==> config.mk <==
export PLATFORM = sky130hd
export DESIGN_NAME = imem_loader
export DESIGN_NICKNAME = d
export VERILOG_FILES = /design/src/rtl/imem_loader.sv
export SDC_FILE = /design/constraint.sdc
export NUM_CORES = 1
export LEC_CHECK = 0
export ABC_AREA = 1
export CAP_MARGIN = 10
export CORE_ASPECT_RATIO = 1.2
export CORE_MARGIN = 1.5
export CORE_UTILIZATION = 40
export CTS_CLUSTER_SIZE = 12
export DETAILED_ROUTE_END_ITERATION = 6
export GPL_ROUTABILITY_DRIVEN = 0
export PLACE_DENSITY = 0.71
export SLEW_MARGIN = 20
export SYNTH_ARGS = -nofsm -noshare
export SYNTH_HDL_FRONTEND = slang
export SYNTH_SLANG_ARGS = --single-unit
==> constraint.sdc <==
create_clock -name clk -period 1.9 [get_ports clk]
set_input_delay 0.19 -clock clk [delete_from_list [all_inputs] [get_ports clk]]
set_output_delay 0.19 -clock clk [all_outputs]
set_load 0.05 [all_outputs]
==> src/rtl/imem_loader.sv <==
// imem_loader: receives a big-endian program image over a byte-wide
// valid/ready link and writes 16-bit words into instruction memory.
// The CPU core is held stalled until a load completes successfully.
module imem_loader #(
    parameter int ADDR_W    = 8,
    parameter int BASE_ADDR = 0
) (
    input  logic              clk,
    input  logic              reset,
    input  logic              start,
    input  logic [7:0]        rx_data,
    input  logic              rx_valid,
    output logic              rx_ready,
    output logic              imem_we,
    output logic [ADDR_W-1:0] imem_addr,
    output logic [15:0]       imem_wdata,
    output logic              cpu_hold,
    output logic              done,
    output logic              error,
    output logic [ADDR_W:0]   words_loaded
);

    typedef enum logic [2:0] {
        S_IDLE,
        S_LEN_HI,
        S_LEN_LO,
        S_WORD_HI,
        S_WORD_LO,
        S_WRITE,
        S_DONE,
        S_ERR
    } state_t;

    // Number of words that fit between BASE_ADDR and the top of memory.
    localparam logic [31:0]       CAP  = (32'd1 << ADDR_W) - 32'(BASE_ADDR);
    localparam logic [ADDR_W-1:0] BASE = ADDR_W'(BASE_ADDR);

    state_t            state_q, state_d;
    logic [15:0]       len_q, len_d;
    logic [ADDR_W-1:0] addr_q, addr_d;
    logic [15:0]       wdata_q, wdata_d;
    logic [ADDR_W:0]   wl_q, wl_d;

    // Next-state and output decode; outputs depend on state only.
    always_comb begin
        state_d  = state_q;
        len_d    = len_q;
        addr_d   = addr_q;
        wdata_d  = wdata_q;
        wl_d     = wl_q;
        rx_ready = 1'b0;
        imem_we  = 1'b0;
        cpu_hold = 1'b1;
        done     = 1'b0;
        error    = 1'b0;
        case (state_q)
            S_IDLE: begin
                if (start) state_d = S_LEN_HI;
            end
            S_LEN_HI: begin
                rx_ready = 1'b1;
                if (rx_valid) begin
                    len_d   = {rx_data, len_q[7:0]};
                    state_d = S_LEN_LO;
                end
            end
            S_LEN_LO: begin
                rx_ready = 1'b1;
                if (rx_valid) begin
                    len_d  = {len_q[15:8], rx_data};
                    wl_d   = '0;
                    addr_d = BASE;
                    // Rejecting oversize images up front means the write
                    // address can never wrap.
                    if (len_d == 16'd0)
                        state_d = S_DONE;
                    else if ({16'd0, len_d} > CAP)
                        state_d = S_ERR;
                    else
                        state_d = S_WORD_HI;
                end
            end
            S_WORD_HI: begin
                rx_ready = 1'b1;
                if (rx_valid) begin
                    wdata_d = {rx_data, wdata_q[7:0]};
                    state_d = S_WORD_LO;
                end
            end
            S_WORD_LO: begin
                rx_ready = 1'b1;
                if (rx_valid) begin
                    wdata_d = {wdata_q[15:8], rx_data};
                    state_d = S_WRITE;
                end
            end
            S_WRITE: begin
                imem_we = 1'b1;
                wl_d    = wl_q + 1'b1;
                // On the last word the address stays on the final location.
                if (32'(wl_q) + 32'd1 == 32'(len_q)) begin
                    state_d = S_DONE;
                end else begin
                    addr_d  = addr_q + 1'b1;
                    state_d = S_WORD_HI;
                end
            end
            S_DONE: begin
                done     = 1'b1;
                cpu_hold = 1'b0;
                if (start) state_d = S_LEN_HI;
            end
            S_ERR: begin
                error = 1'b1;
                if (start) state_d = S_LEN_HI;
            end
            default: state_d = S_IDLE;
        endcase
    end

    // State and datapath registers with synchronous reset.
    always_ff @(posedge clk) begin
        if (reset) begin
            state_q <= S_IDLE;
            len_q   <= '0;
            addr_q  <= BASE;
            wdata_q <= '0;
            wl_q    <= '0;
        end else begin
            state_q <= state_d;
            len_q   <= len_d;
            addr_q  <= addr_d;
            wdata_q <= wdata_d;
            wl_q    <= wl_d;
        end
    end

    assign imem_addr    = addr_q;
    assign imem_wdata   = wdata_q;
    assign words_loaded = wl_q;

endmodule

---- Yosys cells after proc, flatten, opt, wreduce, memory -nomap -nowiden ----
Cells that the tools add are included.
storage, ports and cells
  bits in registers ....................... 52
  bits in latches ......................... 0
  RAM bits ................................ 0
  bits in read-only memories .............. 0
  input port bits ......................... 12
  output and inout port bits .............. 38
  logic and storage cells ................. 64
  memories ................................ 0
cells by class
  $add $sub $neg .......................... 3
  multipliers ............................. 0
  divide/modulo/power cells ............... 0
  order comparisons ....................... 1
  equality and inequality tests ........... 14
  shift-type cells ........................ 0
  multiplexer cells ....................... 23
  bitwise operators ....................... 4
  reductions and logical operators ........ 12
operators by type and width
  kind                    count
  $pmux W16 S2            2
  $mux W3                 8
  $mux W8                 3
  $pmux W3 S6             1
  $pmux W9 S2             1
  $eq A10 B16 Y1          1
  $gt A16 B9 Y1 const B   1
  $logic_not A16 Y1       1
  $mux W16                1
  $pmux W8 S2             1
  $reduce_and A3 Y1       5
  $eq A3 B3 Y1 const B    4
  $add A9 B1 Y10 const B  1
  $ne A2 B2 Y1 const B    5
  $add A9 B1 Y9 const B   1
  $mux W9                 1
  $add A8 B1 Y8 const B   1
  $eq A3 B2 Y1 const B    2
  $mux W1                 5
  $reduce_and A5 Y1       1
  $not A1 Y1              4
  $reduce_or A4 Y1        1
  $eq A3 B1 Y1 const B    1
  $logic_not A3 Y1        1
  other kinds (4)         4

---- Logic depth before layout (Yosys ltp) ----
  depth after elaboration ................. 5
  gate-level depth with buffers ........... 14
  depth with buffers taken out ............ 14

---- Least setup slack after synthesis ----
No wires, ideal clock.
  path type ............................... flip-flop to flip-flop
  start point ............................. register wl_q[0] (netlist: words_loaded[0])
  end point ............................... register addr_q[2] (netlist: imem_addr[2])
  library setup time ...................... 0.070 ns
  arrival ................................. 2.131 ns
  required time ........................... 1.830 ns
  path slack .............................. -0.301 ns
  cell stages (with the launch flop) ...... 11
  buffers on the path ..................... 0
  clock period less this slack ............ 2.201 ns
  cell sequence ........................... dfxtp_1 > ha_1 > nand2_2 > nor2_1 > nand2_1 > xnor3_1 > nor2_2 > nand4_4 > nand2_4 > nand2_1 > a21oi_1
between the ends
  word-level cells in the longest chain between the ends .. 4
RTL lines
  what                         RTL line  RTL
  start: declaration           42        logic [ADDR_W:0] wl_q, wl_d;
  start signal: assignment     134       wl_q <= wl_d;
  $add A9 B1 Y10               101       if (32'(wl_q) + 32'd1 == 32'(len_q)) begin
  $eq A10 B16 Y1               101
  $ne A2 B2 Y1 (no line)       --
  $reduce_and A3 Y1 (no line)  --
  end signal: assignment       132       addr_q <= addr_d;
  end: declaration             40        logic [ADDR_W-1:0] addr_q, addr_d;
No other way between the ends.
A chain may end at the register's enable or synchronous reset.

---- Worst setup path after layout ----
Same ends and word-level chain as after synthesis.

==> results.toml <==
[clock_tree]
cts_max_level = 2
cts_tree = "yes"
cts-root-buf = "clkbuf_8"
worst_skew_pair.late_latency_ns = 0.30
cts_sinks = 52
cts.clk_slew.worst_paths_ns = 0.10
ctsHoldBuffers = 0
clockBufferDepth = 2
cts_made_buffers = 5

[layout]
seq_area_sq_um = 1050
drive_above_1_share_pct = 16.1
diodes = 0
final_core_util_pct = 56.8
final_cell_mix = "nand2_1 (101), a21oi_1 (48), dfxtp_1 (46)"
final_common_cell = "nand2_1"
multi_input_area_sq_um = 1440
nets = 467
nFillCells = 593
synthToLayoutAreaGrowth_pct = 38.6

[synth]
synth_area_sq_um = 2610
seq_area_frac_synth_pct = 39.9
synthMuxAreaShare_pct = 0
yosys_warnings = 0
synth_compound_area_share_pct = 14.3
syn_area_per_cell_sq_um = 6.83
synthAdderAreaFrac_pct = 0.959
ys_types = 34
syn_nets = 396
synth_simple_gate_area_share_pct = 34.4
synth_top_family_by_area = "simple AND/OR/NAND/NOR gates"
synth_cells = 382
synthXorXnorAreaFrac_pct = 2.54
ys_ff_latch = 52

[flow_run]
maxCapViolCount = 0

[detailed_routing]
avgViaCountPerCell = 4.86
wl_per_cell_um = 12.6
remaining_drc_errors = 0
vias = 2618
drtAntennaViolNets = 0
firstDrtPassIters = 4
drt-initial-drc-count = 146
finalWirelength_um = 6790

[power]
p_per_area_nw_per_um2 = 953
leakage_nw = 1.39
p_comb_share_pct = 34.3
p_seq_share_pct = 37.0
ir_drop_mv = 0.727
power_mw = 3.44
swShare_pct = 35.2
clkPwrFrac_pct = 28.7
p_int_mw = 2.23
power.switching_mw = 1.21

[global_route]
antenna_found_initial = 0
first_global_vias = 2569
grt_max_degree = 29
grt_pass1_wl_um = 11400
grt_remaining_overflow = 0
grt_use_total_pct = 19.6

[worst_setup_path]
critical_path.endpoint_type = "register"
worstPathMaxFanout = 8
worstSetupPathType = "reg -> reg"
setup.worst_path.start_class = "register"
crit_arrival_ns = 2.14
required_ns = 2.14

[sta]
rsz0062_at_grt = "true"
fin_crit_sh_pct = 99.8
max_freq_mhz = 527
period_needed_ns = 1.90
setup_slack_ns = 0.00294
setup_violations = 0
hold_viol = 0
tightest_slew_ns = 0.503
finClkSkew_ns = 0.00424
maxSlewViolCount = 0
slew_headroom_pct = 66.4

[die]
num_io_pins = 50
start_util_pct = 41.0
core_area_sq_um = 6370
die_w_um = 76.7
die_area_sq_um = 7020
rows = 32
die_h_um = 91.5

[placement]
dp_slack_ns = 0.0390
portBuffers = 49
dp_hpwl_um = 4940

[min_path]
hp-class = "reg -> reg"

[outcome]
status = "finished, final reports clean"
## state kept, by name, summed over array words and instances, names as in the netlist
register / count
imem_addr: 8
state_q: 3
words_loaded: 9
len_q: 16
imem_wdata: 16
## synthesized netlist by cell type
library cell,n,area [sq um]
o21ai_1,2,10.0
buf_1,1,3.75
xor2_1,4,35.0
nand2_1,104,390
nand4_1,5,31.3
a21boi_0,1,7.51
ha_1,2,25.0
clkinv_1,1,3.75
o21ai_2,1,8.76
nand2_2,2,12.5
nor2_1,27,101
o211ai_1,1,7.51
nor3b_1,2,15.0
nand3_1,43,215
nor2_2,4,25.0
xnor3_1,1,22.5
a211oi_1,2,15.0
o21ai_0,11,55.1
nand3b_1,1,7.51
nand3_2,2,20.0
dfxtp_1,52,1040
a31oi_1,1,6.26
nor2_4,3,33.8
a21oi_1,51,255
nand4_4,1,21.3
or2_1,1,6.26
inv_2,3,11.3
nand2_4,1,11.3
inv_1,40,150
clkbuf_1,7,26.3
a31o_2,1,8.76
xnor2_1,1,8.76
buf_2,2,10.0
or2_0,1,6.26
## layout make-up
class                      count  area share, %
clock inverter                 2           1.66
tap                           85           2.94
multi-input combinational    276           39.7
clock buffer                   6           2.60
inverter                      44           4.57
timing repair buffer          74           19.3
sequential                    52           29.1
## cells by family (layout without fill, tap and decap cells)
group | after synthesis | in the layout
AOI/OAI and AO/OA | 71 | 71
xor gates and xnor gates | 6 | 6
adders and majority gates | 2 | 2
buffers and inverters | 54 | 126
DFF | 52 | 52
and+or+nand+nor | 197 | 197
## worst max-delay path: stages (launching register included)
cell,delay (ns)
dfxtp_4,0.37
ha_4,0.14
nand2_4,0.07
nor2_4,0.15
nand4_1,0.18
nand3_1,0.14
nand2_2,0.08
nor2_4,0.15
nand4_4,0.18
nand2_4,0.15
nand2_1,0.08
a21oi_2,0.13
## path summary, 6_finish.rpt
| check | slack, ns | start | depth (start not counted) | end |
|---|---|---|---|---|
| setup / recovery | 0.003 | words_loaded[0]$_SDFFE_PP0P_ | 11 | imem_addr[2]$_SDFFE_PP0P_ |
| setup reg to reg | 0.003 | words_loaded[0]$_SDFFE_PP0P_ | 11 | imem_addr[2]$_SDFFE_PP0P_ |
| hold / removal | 0.47 | imem_wdata[3]$_SDFFE_PP0P_ | 2 | imem_wdata[3]$_SDFFE_PP0P_ |
| hold reg to reg | 0.47 | imem_wdata[3]$_SDFFE_PP0P_ | 2 | imem_wdata[3]$_SDFFE_PP0P_ |
## power by group through the flow
stage,Combinational (mW),Clock [mW],Sequential [mW]
after global routing,1.30,1.05,1.29
after CTS,1.16,1.00,1.27
final,1.18,0.987,1.27
after floorplan,0.704,0,1.35
after global placement,1.14,0,1.29
after detailed placement,1.15,0,1.30
## routing by layer
| layer | track usage, % | vias to the layer above | wire, um |
|---|---|---|---|
| li1 | - | 1382 | - |
| met1 | 22.3 | 1164 | 2970 |
| met2 | 35.8 | 61 | 3410 |
| met3 | 3.82 | 11 | 284 |
| met4 | 7.56 | 0 | 127 |
| met5 | 0 | - | 0 |
## repair_timing
action,4_1_cts,5_1_grt
setup buffers,2,4
endpoints found under the setup margin,2,10
pin swaps,5,12
resized for setup,4,15
## per-stage QoR
stage | instance area, sq um | std cells | setup TNS [ns] | hold slack [ns]
5_1_grt | 3610 | 539 | -0.555 | 0.491
3_3_place_gp | 3340 | 525 | 0 | 0.450
2_1_floorplan | 2620 | 382 | 0 | 0.338
6_report | 3610 | 539 | 0 | 0.470
4_1_cts | 3520 | 535 | 0 | 0.468
3_5_place_dp | 3340 | 525 | 0 | 0.453
Note: power is estimated with default switching activity, not from simulation.
==> variant (same settings) <==
`ADDR_W`: 8 -> 7.
--- a/src/rtl/imem_loader.sv
+++ b/src/rtl/imem_loader.sv
@@ -4,3 +4,3 @@
 module imem_loader #(
-    parameter int ADDR_W    = 8,
+    parameter int ADDR_W    = 7,
     parameter int BASE_ADDR = 0
Ports: changed (resized imem_addr and words_loaded); port bits go from 50 to 48. The function was not compared with the original's and may differ.
==> variant against the unedited design <==
Sequential cell count down 2. Sequential share of layout area up 1.4 points. Critical path depth up 3. Worst hold slack worse by 3.2 ps. Worst setup slack better by 53 ps. Area after synthesis down 4.6%. Routed wire length down 7.6%. First-iteration DRC count down 27%. Die area down 4.4%. Power down 11%. Final area down 8.7%. Largest cell class unchanged.
==> variant: results (changes against the unedited design) <==
stage,metric,value,unit,change
final_layout,share of post-route cells with drive strength above 1,0.143,,was 0.161
pwr,leakage,1.25,nW,was 1.39 nW
place,dpl cells,500,,was 525
synth,post-synthesis sequential area ratio,0.402,,was 0.399
global_routing,vias in the first global route,2141,,was 2569
global_routing,largest net degree at the start of global routing,32,,was 29
worst_setup_path,Critical-path top delay cell,dfxtp_2,,was dfxtp_4
final_layout,fill count,596,,was 593
pwr,Worst IR Drop VDD,0.00108,V,was 0.000727 V
min_path,hold path startpoint,imem_wdata[4]$_SDFFE_PP0P_,,was imem_wdata[3]$_SDFFE_PP0P_
worst_setup_path,worst reg-to-reg setup slack,60,ps,was 3 ps
clock_tree,post-CTS setup buffer count,0,,was 2
global_routing,met1 Use GR,0.250,,was 0.223
place,PortBufs,47,,was 49
clock_tree,count of cells resized by post-cts repair,1,,was 4
final_layout,nets@finish,440,,was 467
global_routing,met2 GRT Util,0.329,,was 0.358
detailed_routing,Wirelength per Cell,12.3,µm,was 12.6 µm
detailed_routing,vias per cell,5.00,,was 4.86
detailed_routing,met1 wire length,2760,µm,was 2970 µm
sta,Max-slew headroom,0.660,,was 0.664
worst_setup_path,crit path to,state_q[0]$_SDFFE_PP0P_,,was imem_addr[2]$_SDFFE_PP0P_
place,placed cell area,3180,µm²,was 3340 µm²
detailed_routing,DR WL met2,3230,µm,was 3410 µm
outcome,status,finished clean,,unchanged
min_path,Worst Hold Path EP,imem_wdata[4]$_SDFFE_PP0P_,,was imem_wdata[3]$_SDFFE_PP0P_
synth,synth cell count leaders,"nand2_1 (94), dfxtp_1 (50), a21oi_1 (46)",,"was nand2_1 (104), dfxtp_1 (52), a21oi_1 (51)"
place,HPWL Detailed,4720,µm,was 4940 µm
synth,Mapped Avg Cell Area,6.86,µm²,was 6.83 µm²
global_routing,met3 Use GR,0.0237,,was 0.0382
worst_setup_path,"Arr. time, crit path",2040,ps,was 2140 ps
synth,synth unique cells,31,,was 34
sta,Fmax,542,MHz,was 527 MHz
sta,Clock Skew,12.0,ps,was 4.24 ps
-- variant: power by group --
| group | leakage [nW] | internal (mW) | total (mW) | switching, mW |
|---|---|---|---|---|
| Combinational | 0.793 | 0.432 | 1.18 | 0.744 |
| Clock | 0.0472 | 0.293 | 0.653 | 0.359 |
| Sequential | 0.408 | 1.16 | 1.25 | 0.0928 |
| Total | 1.25 | 1.89 | 3.08 | 1.20 |
-- variant: kinds of logic after synthesis --
kind of cell,Yosys count,share of synthesized area
and+or+nand+nor,184,0.338
adders and majority gates,2,0.0100
AOI/OAI and AO/OA,69,0.152
DFF,50,0.402
xor gates and xnor gates,4,0.0141
buffers and inverters,54,0.0834
-- variant: layout make-up --
class                           instances  area [µm²]  area share
Inverter                               44         165      0.0500
Sequential cell                        50        1010       0.306
Clock inverter                          2        12.5     0.00379
Tap cell                               82         103      0.0311
Timing Repair Buffer                   66         627       0.190
Multi-Input combinational cell        259        1300       0.395
Clock buffer                            6        82.6      0.0250
